`src/rtl/mem_arbiter_pkg.sv`:
```
// mem_arbiter_pkg: size codes, arbiter state encodings and owner codes shared by the RAM arbiter
package mem_arbiter_pkg;
  localparam logic [1:0] MEM_SIZE_B = 2'b00;
  localparam logic [1:0] MEM_SIZE_H = 2'b01;
  localparam logic [1:0] MEM_SIZE_W = 2'b10;
  typedef enum logic [2:0] {
    ARB_IDLE,
    ARB_RD,
    ARB_WR,
    ARB_RMW_RD,
    ARB_RMW_WR
  } arb_state_e;
  localparam logic OWNER_IF = 1'b0;
  localparam logic OWNER_MEM = 1'b1;
  // Byte and half stores need read-modify-write; size 11 behaves as a word
  function automatic logic is_sub_word(input logic [1:0] size);
    return size < MEM_SIZE_W;
  endfunction
endpackage

```
`src/rtl/mem_arbiter_store_merge.sv`:
```
// store_merge: places right-aligned SB/SH store data into the addressed lane(s) of the old RAM word
module store_merge
  import mem_arbiter_pkg::*;
#(
  parameter int DATA_W = 32
) (
  input  logic [DATA_W-1:0] old_i,
  input  logic [DATA_W-1:0] wdata_i,
  input  logic [1:0]        size_i,
  input  logic [1:0]        off_i,
  output logic [DATA_W-1:0] merged_o
);
  // Bytes pick the lane from off[1:0], halves from off[1] only; words pass the store data through
  always_comb begin
    merged_o = old_i;
    if (size_i == MEM_SIZE_B) merged_o[{off_i, 3'b000} +: 8] = wdata_i[7:0];
    else if (size_i == MEM_SIZE_H) merged_o[{off_i[1], 4'b0000} +: 16] = wdata_i[15:0];
    else merged_o = wdata_i;
  end
endmodule

```
`src/rtl/mem_arbiter.sv`:
```
// mem_arbiter: shares the single-port data RAM between fetch and memory-stage requesters,
// doing SB/SH as read-modify-write. Define MEM_ARB_RR_EN for round-robin on contention;
// without it MEM always beats IF.
module mem_arbiter
  import mem_arbiter_pkg::*;
#(
  parameter int ADDR_W = 32,
  parameter int DATA_W = 32
) (
  input  logic              clk_i,
  input  logic              rst_i,
  input  logic              if_req_i,
  input  logic [ADDR_W-1:0] if_addr_i,
  output logic [DATA_W-1:0] if_rdata_o,
  output logic              if_valid_o,
  input  logic              mem_req_i,
  input  logic              mem_we_i,
  input  logic [1:0]        mem_size_i,
  input  logic [ADDR_W-1:0] mem_addr_i,
  input  logic [DATA_W-1:0] mem_wdata_i,
  output logic [DATA_W-1:0] mem_rdata_o,
  output logic              mem_valid_o,
  output logic              ram_ce_o,
  output logic              ram_we_o,
  output logic [ADDR_W-1:0] ram_addr_o,
  output logic [DATA_W-1:0] ram_wdata_o,
  input  logic [DATA_W-1:0] ram_rdata_i,
  output logic              stall_if_o,
  output logic              stall_mem_o
);
  localparam logic [ADDR_W-1:0] WORD_MASK = ~ADDR_W'(3);
  arb_state_e        state_q, state_d;
  logic              owner_q, owner_d;
  logic [DATA_W-1:0] if_rdata_q, mem_rdata_q, merged;
  logic              mem_wins, if_valid, mem_valid, mem_ld;
`ifdef MEM_ARB_RR_EN
  logic              last_q, last_d;
  assign mem_wins = mem_req_i & (~if_req_i | (last_q == OWNER_IF));
`else
  assign mem_wins = mem_req_i;
`endif
  store_merge #(.DATA_W(DATA_W)) u_store_merge (
    .old_i    (ram_rdata_i),
    .wdata_i  (mem_wdata_i),
    .size_i   (mem_size_i),
    .off_i    (mem_addr_i[1:0]),
    .merged_o (merged)
  );
  // Next state, grant and RAM command; a low reset abandons any access and idles every output
  always_comb begin
    state_d = state_q;
    owner_d = owner_q;
`ifdef MEM_ARB_RR_EN
    last_d = last_q;
`endif
    ram_ce_o = 1'b0;
    ram_we_o = 1'b0;
    ram_addr_o = '0;
    ram_wdata_o = '0;
    if_valid = 1'b0;
    mem_valid = 1'b0;
    case (state_q)
      ARB_IDLE: begin
        if (mem_wins) begin
          ram_ce_o = 1'b1;
          ram_addr_o = mem_addr_i & WORD_MASK;
          ram_we_o = mem_we_i & ~is_sub_word(mem_size_i);
          ram_wdata_o = ram_we_o ? mem_wdata_i : '0;
          owner_d = OWNER_MEM;
          state_d = !mem_we_i ? ARB_RD : is_sub_word(mem_size_i) ? ARB_RMW_RD : ARB_WR;
        end else if (if_req_i) begin
          ram_ce_o = 1'b1;
          ram_addr_o = if_addr_i & WORD_MASK;
          owner_d = OWNER_IF;
          state_d = ARB_RD;
        end
`ifdef MEM_ARB_RR_EN
        if (mem_req_i | if_req_i) last_d = owner_d;
`endif
      end
      ARB_RD: begin
        if_valid = owner_q == OWNER_IF;
        mem_valid = owner_q == OWNER_MEM;
        state_d = ARB_IDLE;
      end
      ARB_WR: begin
        mem_valid = 1'b1;
        state_d = ARB_IDLE;
      end
      ARB_RMW_RD: begin
        ram_ce_o = 1'b1;
        ram_we_o = 1'b1;
        ram_addr_o = mem_addr_i & WORD_MASK;
        ram_wdata_o = merged;
        state_d = ARB_RMW_WR;
      end
      ARB_RMW_WR: begin
        mem_valid = 1'b1;
        state_d = ARB_IDLE;
      end
      default: state_d = ARB_IDLE;
    endcase
    if (!rst_i) begin
      state_d = ARB_IDLE;
      ram_ce_o = 1'b0;
      ram_we_o = 1'b0;
      ram_addr_o = '0;
      ram_wdata_o = '0;
      if_valid = 1'b0;
      mem_valid = 1'b0;
    end
  end
  assign mem_ld = mem_valid & (state_q == ARB_RD);
  assign if_valid_o = if_valid;
  assign mem_valid_o = mem_valid;
  assign if_rdata_o = !rst_i ? '0 : if_valid ? ram_rdata_i : if_rdata_q;
  assign mem_rdata_o = !rst_i ? '0 : mem_ld ? ram_rdata_i : mem_rdata_q;
  assign stall_if_o = rst_i & if_req_i & ~if_valid;
  assign stall_mem_o = rst_i & mem_req_i & ~mem_valid;
  // State and owner registers; read-data registers keep the last returned word between valids
  always_ff @(posedge clk_i) begin
    if (!rst_i) begin
      state_q <= ARB_IDLE;
      owner_q <= OWNER_IF;
      if_rdata_q <= '0;
      mem_rdata_q <= '0;
    end else begin
      state_q <= state_d;
      owner_q <= owner_d;
      if (if_valid) if_rdata_q <= ram_rdata_i;
      if (mem_ld) mem_rdata_q <= ram_rdata_i;
    end
  end
`ifdef MEM_ARB_RR_EN
  // Last-grant register steering the next contended grant to the other requester
  always_ff @(posedge clk_i) begin
    if (!rst_i) last_q <= OWNER_IF;
    else last_q <= last_d;
  end
`endif
endmodule

```
`config.mk`:
```
export PLATFORM = sky130hd
export DESIGN_NAME = mem_arbiter
export DESIGN_NICKNAME = d
export VERILOG_FILES = /design/src/rtl/mem_arbiter_pkg.sv /design/src/rtl/mem_arbiter_store_merge.sv /design/src/rtl/mem_arbiter.sv
export SDC_FILE = /design/constraint.sdc
export NUM_CORES = 1
export LEC_CHECK = 0
export ABC_CLOCK_PERIOD_IN_PS = 2600
export BUFFER_PORTS_ARGS = -buffer_cell sky130_fd_sc_hd__buf_2
export CELL_PAD_IN_SITES_DETAIL_PLACEMENT = 1
export CELL_PAD_IN_SITES_GLOBAL_PLACEMENT = 1
export CORE_MARGIN = 1.5
export CORE_UTILIZATION = 29
export DETAILED_ROUTE_END_ITERATION = 7
export PLACE_DENSITY_LB_ADDON = 0.3
export SLEW_MARGIN = 20
export SYNTH_ARGS = -nofsm -noshare
export SYNTH_HDL_FRONTEND = slang
export SYNTH_SLANG_ARGS = --single-unit
```
`constraint.sdc`:
```
create_clock -name clk_i -period 2.6 [get_ports clk_i]
set_input_delay 0.13 -clock clk_i [delete_from_list [all_inputs] [get_ports clk_i]]
set_output_delay 0.13 -clock clk_i [all_outputs]
set_load 0.005 [all_outputs]
```
==> results of run 1 <==
## per-layer routing
metal,track usage,share of wire,vias up,wire [um]
met5,0,0,-,0
met1,0.297,0.43,2610,8410
met3,0.0649,0.083,22,1640
li1,-,-,2665,-
met2,0.404,0.48,206,9360
met4,0.0615,0.014,0,278
## cell usage after synthesis (5+ instances only)
library cell	count
mux2i_1	16
nand2b_1	9
a32oi_1	16
a21oi_1	52
clkbuf_1	21
nand2_1	173
a221oi_1	14
o22ai_1	8
a221o_1	16
a22o_1	30
ha_1	5
o21ai_0	49
buf_4	5
nor3_1	7
buf_2	21
buf_6	7
a211o_1	8
nor2b_1	8
nor2_1	26
inv_1	18
dfxtp_1	68
nor3b_1	6
## flip-flops by register name (all words and copies together) (netlist names)
signal / cells
mem_rdata_q: 32
if_rdata_q: 32
owner_q: 1
state_q: 3
## cells by family (layout without fill, tap and decap cells)
group / Yosys count / after routing / synth area share
and+or+nand+nor: 249 / 249 / 0.247
AOI/OAI and AO/OA: 202 / 202 / 0.312
buffers and inverters: 76 / 318 / 0.0853
DFF: 68 / 68 / 0.303
muxes: 16 / 16 / 0.0357
adders and majority gates: 5 / 5 / 0.0139
other: 1 / 2 / 0.000835
xor gates and xnor gates: 1 / 1 / 0.00195
## how the worst max path moves through the flow
| stage | endpoint | slack, ns | depth (start not counted) |
|---|---|---|---|
| final | if_rdata_o[13] | 0.26 | 4 |
| after global routing | if_rdata_o[7] | 0.05 | 4 |
| after CTS | if_rdata_o[7] | 0.22 | 4 |
| after detailed placement | if_rdata_o[7] | 0.26 | 4 |
| after global placement | if_rdata_o[30] | 0.31 | 4 |
| after floorplan | ram_wdata_o[7] | 0.53 | 9 |
## placed cells by master, fill, tap and decap left out, types with 2 or more instances in the layout
cell type	n
a32oi_1	16
a221oi_1	14
a211o_1	8
clkinvlp_4	2
mux2i_1	16
a22o_1	30
clkbuf_16	9
nand2_1	173
nor2b_1	8
nor3b_1	6
clkbuf_8	2
a21o_1	2
dfxtp_1	68
o22ai_1	8
nor2_1	26
nand3_1	2
o21ai_0	49
ha_1	5
inv_1	18
nor3_1	7
nor4bb_1	2
nand2b_1	9
a21oi_1	51
buf_4	20
a221o_1	16
conb_1	2
buf_2	264
and2_1	2
## power by group
part / internal, uW / total [uW] / leakage (uW) / switching (uW)
Combinational: 259 / 624 / 0.00227 / 365
Sequential: 1080 / 1100 / 0.000552 / 16.1
Clock: 797 / 1300 / 0.000148 / 500
Total: 2140 / 3020 / 0.00297 / 880
## stage by stage
stage	hold WS (ns)	power [uW]	cell area (um^2)
floorplan	0.244	1440	4490
global placement	0.372	1740	5890
detailed placement	0.391	1750	5890
CTS	0.0244	3070	6210
global route	0.0426	3170	6210
finish	0.0322	3020	6210
## worst register-to-register path, delay by kind of cell, from the launching register on
kind | cells | cell delay [ns]
compound gates | 1 | 0.32
simple gates | 2 | 0.88
flops | 1 | 0.49
## area by class of cell
cell class,count,area [um^2],share of cell area
Tap cell,188,235,0.0379
Sequential cell,68,1360,0.219
Inverter,18,67.6,0.0109
Multi-Input combinational cell,475,2760,0.445
Clock inverter,5,58.8,0.00947
Timing Repair Buffer,284,1470,0.237
Clock buffer,11,253,0.0407
==> impl_results.md, run 1 <==
* Status: finished clean
* Worst Reg2Reg Path Length in Cells at 3
* Worst R2R End: if_rdata_q[13]
* Final worst slack at 0.262 ns
* Worst vdd ir at 0.299 mV
* PwrDens at 487 mW/mm^2
* CP Max Fanout at 66
* CP bufs+invs at 1
* Gate Count Post-Synth at 618
* Top-area cell type share of the netlist area at 0.303
* Number of top-level pins at 269
* Top post-synthesis cells by area: dfxtp_1 (30%), nand2_1 (14%), a22o_1 (5.9%)
* RSZ-0062 raised after global routing: no
* Hold path endpoint: state_q[1]
* Sequential share of the synthesized area at 0.303
* Initial antenna violation count at 0
* Mapped cell area at 0.00449 mm^2
* Avg WL per Cell at 18.8 um
* Core footprint at 0.0151 mm^2
* Post-route setup TNS at 0 ns
* Highest cell delay on the worst timing path at 0.60 ns
* FFs w/ async S/R, synth at 0
* CTS buffer count at 9
* Max_cap viols at 0
* Via density at 5.25
* Post-synth EDFFs at 0
* Flop-to-flop setup slack at 0.75 ns
* Final Util at 0.410
* Critical path launch point: state_q[0]
* CP Class: register to output port
* Remaining global-route overflow at 0
* Root buffer cell: clkbuf_16
* Final nets at 996
* Worst slack at placement at 0.263 ns
* CTS tree: yes
* Setup crit start kind: register
* CTS HTree Levels at 3
* DIE WIDTH at 127 um
* Antenna Nets Post-Route at 0
* IO buf count at 264
* Worst Hold Launch: mem_we_i
* Pleak at 0.00297 uW
* Antenna fix cells at 0
* Ys Warns at 0
* Worst EP required at 2.47 ns
* Top FF cell, synth: dfxtp_1
* Area growth from synthesis to layout at 38.2%
* Setup violations, final at 0
* Worst Tran Pin Value at 0.725 ns
* Flops & latches, synth at 68
* Worst-case clock buffer depth at 2
* Vias post-DR at 5,503
* Yosys top cell by area: dfxtp_1
* Crit. End Element: output port
* Largest net degree at the start of global routing at 67
* Hold-critical path depth at 3
* Initial Utilization at 0.296
* Setup bufs post-CTS at 0
* Hold-fix buffers, CTS at 0
* Critical Path AT at 2.21 ns
* Sequence of cells on the critical path: and4bb_1 > and2b_4 > o21ai_0 > buf_2
* Site row count at 45
* Post-CTS Resized at 1
* DIE AREA at 0.0162 mm^2
* Vias in the first global route at 5,327
* Library cells used by synthesis at 50
* Slowest CP cell: and2b_4
* Post-DP HPWL at 14,500 um
* Clk_skew at 0.00427 ns
* Fin. max-slew vios at 0
* DP Cell Count at 1,033
* GRT Util Overall at 0.238
* Max frequency at 0.428 GHz
* Clk_lat worst skew at 0.34 ns
* CTS sink cnt at 68
* Fillers at 2,017
* First-pass GRT wire length at 30,000 um
* Die Y at 127 um
* RD Place Congestion at 0.797
* WL final at 19,700 um
* Clock transition at path regs at 0.06 ns
* Reg2Reg Launch Point: state_q[0]
* Tmin final at 2.34 ns
* Max transition margin at 0.516
* Share of cells above drive strength 1 at 0.359
* Iter 0 DRT Violations at 271
* HP Class: input pin to register
* Final std cells w/o fill at 1,049
* DRC Markers at 0
* Final worst path period share at 0.899
* CP delay by family, top: simple AND/OR/NAND/NOR gates
* Initial DRT Pass Iterations at 4
* Hold violation total from the final report at 0
* Avg Inst Size Synth at 7.27 um^2
Note: power is estimated with default switching activity, not from simulation.
==> run 2, diff against run 1 <==
--- a/config.mk
+++ b/config.mk
@@ -9,6 +9,7 @@
 export BUFFER_PORTS_ARGS = -buffer_cell sky130_fd_sc_hd__buf_2
 export CELL_PAD_IN_SITES_DETAIL_PLACEMENT = 1
 export CELL_PAD_IN_SITES_GLOBAL_PLACEMENT = 1
+export CORE_ASPECT_RATIO = 0.7
 export CORE_MARGIN = 1.5
 export CORE_UTILIZATION = 29
 export DETAILED_ROUTE_END_ITERATION = 7
==> run 2 against run 1 <==
- design area rose by 0.12%
- maximum frequency fell by 1.3%
- register-to-register slack got worse by 0.04 ns
- global-route usage grew 0.77 points
- hold slack lost 0.00083 ns
- largest power group unchanged
==> impl_results.md, run 2 (same netlist as run 1, synthesis figures left out) <==
* Pleak at 0.00297 uW (about the same)
* Share of cells above drive strength 1 at 0.360 (+0.000744)
* CP Max Fanout at 66 (unchanged)
* Initial antenna violation count at 1 (+1)
* Area growth from synthesis to layout at 38.4%
* DIE AREA at 0.0163 mm^2 (about the same)
* Antenna fix cells at 0 (unchanged)
* Crit. End Element: output port
* Setup crit start kind: register
* Core footprint at 0.0149 mm^2 (-1.6%)
* Fin. max-slew vios at 0 (unchanged)
* Final worst path period share at 0.911 (+0.0119)
* Clock transition at path regs at 0.06 ns (about the same)
* Max frequency at 0.422 GHz (-1.3%)
* Internal power at 2110 uW (-1.4%)
* Post-route setup TNS at 0 ns (unchanged)
* Worst vdd ir at 0.299 mV (about the same)
* Root buffer cell: clkbuf_16
* Fillers at 1,956 (-3.0%)
* Combinational power share at 0.211 (+0.005)
* RD Place Congestion at 0.833 (+4.5%)
* Initial Utilization at 0.301 (+0.00475)
* CP Class: register to output port
* Status: finished clean
* RSZ-0062 raised after global routing: no
* Clk_lat worst skew at 0.34 ns (about the same)
* GRT Util Overall at 0.245 (+0.00767)
* Tmin final at 2.37 ns (+0.0310 ns)
* Number of top-level pins at 269 (unchanged)
* Worst-case clock buffer depth at 2 (unchanged)
* WL final at 20,500 um (+3.9%)
* Initial DRT Pass Iterations at 7 (+3)
* Largest net degree at the start of global routing at 67 (unchanged)
* Final nets at 997 (+0.10%)
* CTS sink cnt at 68 (unchanged)
* Antenna Nets Post-Route at 0 (unchanged)
* PwrDens at 483 mW/mm^2 (-0.82%)
* Clk_skew at 0.00771 ns (+0.00344 ns)
* Register share of total power at 0.367 (+0.003)
* Vias post-DR at 5,536 (+0.60%)
* Commonest cells after routing, fill and taps aside: buf_2 (264), nand2_1 (173), dfxtp_1 (68), a21oi_1 (51), o21ai_0 (49)
* Power, Total at 3000 uW (-0.70%)
* Post-CTS Resized at 1 (unchanged)
* Max transition margin at 0.508 (-0.00834)
* Site row count at 37 (-18%)
* Iter 0 DRT Violations at 311 (+15%)
* Sw power at 888 uW (+0.91%)
* CTS tree: yes
* CTS buffer count at 9 (unchanged)
* Via density at 5.24 (-0.16%)
* Biggest regs: if_rdata_q: 32 flops, mem_rdata_q: 32 flops, state_q: 3 flops
* Worst EP required at 2.47 ns (about the same)
* Hold violation total from the final report at 0 (unchanged)
* Setup violations, final at 0 (unchanged)
* HP Class: input pin to register
* DRC Markers at 0 (unchanged)
* Power share of the clock group at 0.422 (-0.007)
* DIE WIDTH at 152 um (+19%)
* CTS HTree Levels at 3 (unchanged)
* IO buf count at 264 (unchanged)
* Sw Share at 0.296 (+0.00472)
* Remaining global-route overflow at 0 (unchanged)
* Vias in the first global route at 5,208 (-2.2%)
* First-pass GRT wire length at 30,500 um (+1.8%)
* Setup bufs post-CTS at 0 (unchanged)
* Worst Tran Pin Value at 0.738 ns (+0.0125 ns)
* Hold-fix buffers, CTS at 0 (unchanged)
* Critical Path AT at 2.24 ns (+0.03 ns)
* Die Y at 107 um (-16%)
* Avg WL per Cell at 19.4 um (+3.2%)
* Commonest non-fill, non-tap cell in the layout: buf_2
* Max_cap viols at 0 (unchanged)
* Post-DP HPWL at 15,400 um (+6.4%)
==> run 2: changes by cell type in the layout (fill, tap and decap cells not counted) <==
| cell | delta |
|---|---|
| buf_4 | +1 |
| clkbuf_8 | -1 |
| clkinv_2 | +1 |
| clkinv_4 | +1 |
| inv_6 | -1 |
==> run 2: critical path: stages (launching register included) <==
cell and delay [ns]:
dfxtp_1 0.47, and4bb_1 0.30, and2b_4 0.63, o21ai_0 0.26, buf_2 0.18
==> run 2: per-layer routing <==
metal / global-route usage / vias to the layer above / wire length, um
li1: - / 2667 / -
met4: 0.0529 / 2 / 231
met5: 0 / - / 13
met1: 0.359 / 2650 / 10000
met2: 0.361 / 199 / 8820
met3: 0.0570 / 18 / 1390
==> run 2: worst paths after layout <==
| path | start | end | slack (ns) | cells after the start |
|---|---|---|---|---|
| worst min-delay path | mem_we_i | state_q[1] | 0.03 | 3 |
| worst max register to register | state_q[0] | if_rdata_q[14] | 0.71 | 3 |
| worst max-delay path | state_q[0] | if_rdata_o[20] | 0.23 | 4 |
| worst min register to register | mem_rdata_q[31] | mem_rdata_q[31] | 0.46 | 2 |
==> run 2: power by group through the flow <==
stage | logic (uW) | registers, uW | clock network (uW)
2_1_floorplan | 323 | 1120 | 0
4_1_cts | 631 | 1100 | 1300
5_1_grt | 692 | 1100 | 1340
3_3_place_gp | 620 | 1120 | 0
3_5_place_dp | 627 | 1120 | 0
6_report | 633 | 1100 | 1270
==> run 2: stage by stage <==
stage	instances	instance area, um^2	hold WS [ns]	worst slack, ns	utilization
after global routing	1057	6210	0.0316	0.00260	0.417
final	1057	6210	0.0314	0.231	0.417
after global placement	1041	5910	0.376	0.303	0.397
after detailed placement	1041	5910	0.378	0.256	0.397
after floorplan	619	4490	0.244	0.533	-
after CTS	1057	6210	0.0181	0.220	0.417
==> run 2: layout make-up <==
type,instances,area (um^2),share of cell area
timing repair buffer,285,1480,0.238
inverter,18,67.6,0.0109
clock inverter,6,63.8,0.0103
clock buffer,10,239,0.0385
multi-input combinational,475,2760,0.444
tap,195,244,0.0393
sequential,68,1360,0.219
